===== src/rtl/pipe_stage_elastic.sv =====
// pipe_stage_elastic: elastic pipeline register with valid/ready handshake and optional 2-entry skid buffer
module pipe_stage_elastic #(
   parameter int                DATA_W    = 32,
   parameter logic [DATA_W-1:0] RESET_VAL = '0,
   parameter int                SKID      = 1
) (
   input  logic              clk,
   input  logic              rst,
   input  logic              flush,
   input  logic              in_valid,
   output logic              in_ready,
   input  logic [DATA_W-1:0] in_data,
   output logic              out_valid,
   input  logic              out_ready,
   output logic [DATA_W-1:0] out_data,
   output logic [1:0]        occupancy
);
   typedef enum logic [1:0] {EMPTY = 2'd0, ONE = 2'd1, TWO = 2'd2} state_t;
   state_t            state;
   logic [DATA_W-1:0] main;
   logic [DATA_W-1:0] skid;
   logic              rdy_q;
   logic              in_fire;
   logic              out_fire;
   assign out_valid = state != EMPTY;
   assign out_data  = main;
   assign occupancy = state;
   assign in_ready  = (SKID != 0) ? rdy_q : (!out_valid | out_ready);
   assign in_fire   = in_valid & in_ready;
   assign out_fire  = out_valid & out_ready;
   // State, data registers and registered ready; flush overrides every handshake
   always_ff @(posedge clk or posedge rst)
      if (rst) begin
         state <= EMPTY;
         main  <= RESET_VAL;
         skid  <= RESET_VAL;
         rdy_q <= 1'b1;
      end else if (flush) begin
         state <= EMPTY;
         main  <= RESET_VAL;
         skid  <= RESET_VAL;
         rdy_q <= 1'b1;
      end else begin
         case (state)
            EMPTY: if (in_fire) begin
               main  <= in_data;
               state <= ONE;
            end
            ONE: if (in_fire) begin
               if (out_fire) main <= in_data;
               else if (SKID != 0) begin
                  skid  <= in_data;
                  state <= TWO;
               end
            end else if (out_fire) state <= EMPTY;
            TWO: if (out_fire) begin
               main  <= skid;
               state <= ONE;
            end
            default: state <= EMPTY;
         endcase
         rdy_q <= !((state == ONE && in_fire && !out_fire) || (state == TWO && !out_fire));
      end
endmodule

===== config.mk =====
export PLATFORM = sky130hd
export DESIGN_NAME = pipe_stage_elastic
export DESIGN_NICKNAME = d
export VERILOG_FILES = /design/src/rtl/pipe_stage_elastic.sv
export SDC_FILE = /design/constraint.sdc
export NUM_CORES = 1
export LEC_CHECK = 0
export ABC_AREA = 1
export BUFFER_PORTS_ARGS = -buffer_cell sky130_fd_sc_hd__buf_2
export CAP_MARGIN = 20
export CORE_MARGIN = 2
export CORE_UTILIZATION = 45
export DETAILED_ROUTE_END_ITERATION = 8
export HOLD_SLACK_MARGIN = 0.05
export PLACE_DENSITY = 0.68
export SLEW_MARGIN = 25
export SYNTH_ARGS = -nofsm -noshare
export SYNTH_HDL_FRONTEND = slang
export SYNTH_SLANG_ARGS = --single-unit

===== constraint.sdc =====
create_clock -name clk -period 3.8 [get_ports clk]
set_clock_uncertainty 0.1 [all_clocks]
set_input_delay 0.95 -clock clk [delete_from_list [all_inputs] [get_ports clk]]
set_output_delay 0.95 -clock clk [all_outputs]
set_load 0.01 [all_outputs]

# After elaboration in Yosys (flattened, before gate mapping)
# Index checks and enable logic that the tools add are counted.
[classes]
n_addsub = 0
mul = 0
n_div = 0
magnitude_cmp = 0
n_eq_ne = 9
shift = 0
mux = 18
n_bitwise = 2
n_reduce_logical = 14
[op_table]
columns = ["cell", "n"]
rows = [
  ["$mux W32", 9],
  ["$pmux W32 S3", 1],
  ["$mux W2", 6],
  ["$ne A3 B3 Y1 const B", 4],
  ["$ne A4 B4 Y1 const B", 2],
  ["$pmux W2 S3", 1],
  ["$reduce_bool A2 Y1", 3],
  ["$reduce_and A5 Y1", 1],
  ["$reduce_and A4 Y1", 1],
  ["$reduce_bool A4 Y1", 1],
  ["$logic_and A1 B1 Y1", 3],
  ["$reduce_and A3 Y1", 1],
  ["$and A1 B1 Y1", 2],
  ["$eq A2 B1 Y1 const B", 1],
  ["$eq A2 B2 Y1 const B", 1],
  ["$logic_not A1 Y1", 2],
  ["$logic_not A2 Y1", 1],
  ["$ne A2 B2 Y1 const B", 1],
  ["$logic_or A1 B1 Y1", 1],
  ["$mux W1", 1],
]
[totals]
reg_bits = 67
latchBits = 0
mem_bits_rw = 0
romBits = 0
input_bits = 37
output_inout_bits = 36
wordCells = 47
memories = 0

# Longest topological paths before layout
[logic_depth]
ltp_word = 7
ltp_mapped = 8
ltp_nobuf = 7

# Worst setup path after synthesis
# No wires, ideal clock.
[synth_path]
path_type = "input -> register"
from = "in flush"
to = "reg main[0], in the netlist out_data[0]"
setup_time_ns = 0.066
arrival_ns = 1.736
required_time_ns = 3.634
setup_slack_ns = 1.898
stages = 7
n_path_buf = 2
cell_sequence = "buf_2 -> inv_2 -> nand3_2 -> nand2_1 -> buf_2 -> nand2_1 -> nand2_1"
[synth_between]
elab_chain_cells = 2
word_cells_on_any_way = 7
cone_classes = "eq/ne (4); mux (1); reduce/logical (2)"
[synth_lines]
columns = ["item", "line", "text"]
rows = [
  ["from (decl)", "9", "input logic flush,"],
  ["$ne A3 B3 Y1 (no source line) / $reduce_bool A4 Y1 (equally long branches)", "--", ""],
  ["$reduce_and A5 Y1 (no source line)", "--", ""],
  ["to (signal assigned)", "46", "main <= in_data;"],
  ["to (signal assigned)", "50", "if (out_fire) main <= in_data;"],
  ["to (signal assigned)", "57", "main <= skid;"],
  ["to (decl)", "20", "logic [DATA_W-1:0] main;"],
]
# Several ways; a longest one is shown, not always the timed one.
# A chain may end at the register's enable or synchronous reset.

# Worst setup path in the final report
[layout_path]
from = "in flush"
to = "reg main[17], in the netlist out_data[17]"
# Same word-level chain as after synthesis.

==> flow_summary.toml <==
[logic_synthesis]
synth-edff-count = 0
async_flop_share = 1.00
ys_warn_count = 0
ys_dominant_reg_cell = "dfrtp_1"
synth.distinct_cells = 15
synthesis.area_um2 = 3350
syn_inst = 454
syn-num-nets = 491
avgSynthCellArea_um2 = 7.38
synth.yosys.seq_area_share = 0.501
synth_seq_cells = 67

[finish]
final_layout_size_suffix_gt1_frac = 0.203
regArea_um2 = 1680
area_delta_synth_final_pct = 20.2
nets = 550
layout_common_cells = "nand2_1, nand3_1, buf_2"
fin_area_um2 = 4030
fill_cells = 697
multiInputGateArea_um2 = 1380
layout_commonest_cell = "nand2_1"
fin_util = 0.559
fin_cells = 617
insertedDiodeCount = 0

[worst_setup_path]
critPathArrivalTime_ps = 2640
critical_path_required_ps = 3990
end_kind = "register"
path_class = "in2reg"
crit_path_start_kind = "input port"
critical_path.max_fanout = 35

[clock_network]
hold_buffers = 0
clk_pin_slew_ps = 80
cts_resized = 0
clock-root-buffer = "clkbuf_8"
cts_setup_buffers = 0
cts_buffers = 9
tritoncts = "done"
max-clock-path-buffers = 2
clkLatencyLatePin_ps = 340
clock-sinks = 67
h-tree-depth = 3

[sta]
rsz0062_at_grt = "false"
slew_headroom = 0.490
fin_crit_ps = 2460
max_freq_mhz = 407
maxSlewViolCount = 0
fin_crit_sh = 0.647
setup_viol = 0
fin_tns_setup_ps = 0
tightest_slew_ps = 764
worst_slack_ps = 1340
finalHoldViolCount = 0

[placed_design]
routabilityCongestion = 0.799
hpwl_um = 5280
pre_cts_ws_ps = 962
place_inst = 601
place_area_um2 = 3760
port_buffers = 72

[drt]
wl_per_cell_um = 13.7
drt-total-wl_um = 8450
drc = 0
vias = 3159
ant_nets = 0
firstDrtPassIters = 5
drtIter0Drc = 221
via_per_inst = 5.12

[floorplanning]
std_cell_rows = 31
die_h_um = 90.3
io_pins = 73
dieWidth_um = 90.3
start_util = 0.465
die_area_um2 = 8150
core_region_area_um2 = 7210

[flow_run]
max-cap-violations = 0

[power]
power.density_nw_per_um2 = 594
peakVddDrop_v = 0.000282
p_leak_nw = 2.18

[global_routing]
gr-total-overflow = 0
antenna_found_initial = 0
grt_pass1_vias = 3146
grt_pass1_wl_um = 14700
grtUsageTotal = 0.222
grt_max_degree = 39

[worst_hold_path]
hp-class = "reg2reg"

[outcome]
status = "finished, final reports clean"
flip-flops by register name (all words and copies together) (netlist names):
register   count
out_data      32
skid          32
occupancy      2
in_ready       1
logic make-up (layout without fill, tap and decap cells):
kind of cell           after synthesis  count (layout)  synth area share
AO/OA/AOI/OAI                       36              36            0.0538
AND/OR/NAND/NOR                    278             278             0.355
buffers and inverters               73             137            0.0907
flip-flops                          67              67             0.501
synth_stat cells (2+ instances only):
| cell | instances | share of area |
|---|---|---|
| o21ai_1 | 32 | 0.048 |
| o21ai_0 | 4 | 0.0060 |
| nand3_2 | 2 | 0.0060 |
| inv_1 | 37 | 0.041 |
| clkbuf_1 | 8 | 0.0090 |
| nand2_1 | 142 | 0.16 |
| dfrtp_1 | 66 | 0.49 |
| nand3_1 | 96 | 0.14 |
| nand4_1 | 2 | 0.0037 |
| buf_2 | 24 | 0.036 |
| nor2_1 | 34 | 0.038 |
| inv_2 | 4 | 0.0045 |
routing by layer:
metal	part of all wire	wire length [µm]	global-route usage	vias to the layer above
li1	-	-	-	1563
met1	0.46	3910	0.309	1478
met2	0.46	3930	0.339	108
met3	0.057	484	0.0384	10
met4	0.015	129	0.103	0
met5	0	0	0	-
layout make-up:
cell class / instances / area share
Tap cell: 99 / 0.0307
Clock buffer: 10 / 0.0317
Sequential cell: 67 / 0.416
Multi-Input combinational cell: 314 / 0.342
Timing Repair Buffer: 80 / 0.107
Inverter: 41 / 0.0382
Clock inverter: 6 / 0.0342
through the flow:
stage | power (mW) | hold WS (ps)
6_report | 2.39 | 372
3_5_place_dp | 1.62 | 356
2_1_floorplan | 1.37 | 386
5_1_grt | 2.55 | 396
3_3_place_gp | 1.61 | 353
4_1_cts | 2.41 | 375
worst max-delay path: stages:
cell and delay [ps]:
buf_2 110, inv_2 420, nand3_2 150, nand2_1 560
buf_4 310, nand2_1 80, nand2_1 60
worst paths after layout:
| kind | startpoint | end | slack, ps | cells after the start |
|---|---|---|---|---|
| max | flush | out_data[17] | 1340 | 7 |
| min | out_data[20] | out_data[20] | 370 | 2 |
| max reg2reg | occupancy[0] | out_data[17] | 1400 | 8 |
| min reg2reg | out_data[20] | out_data[20] | 370 | 2 |
| max in group asynchronous | rst | out_data[3] | 2330 | 3 |
| min in group asynchronous | rst | out_data[20] | 640 | 2 |
report_power, final:
part	total [mW]	switching, mW	internal, mW
Clock	0.789	0.284	0.505
Combinational	0.674	0.453	0.221
Sequential	0.931	0.0746	0.856
Total	2.39	0.812	1.58
Note: power is estimated with default switching activity, not from simulation.
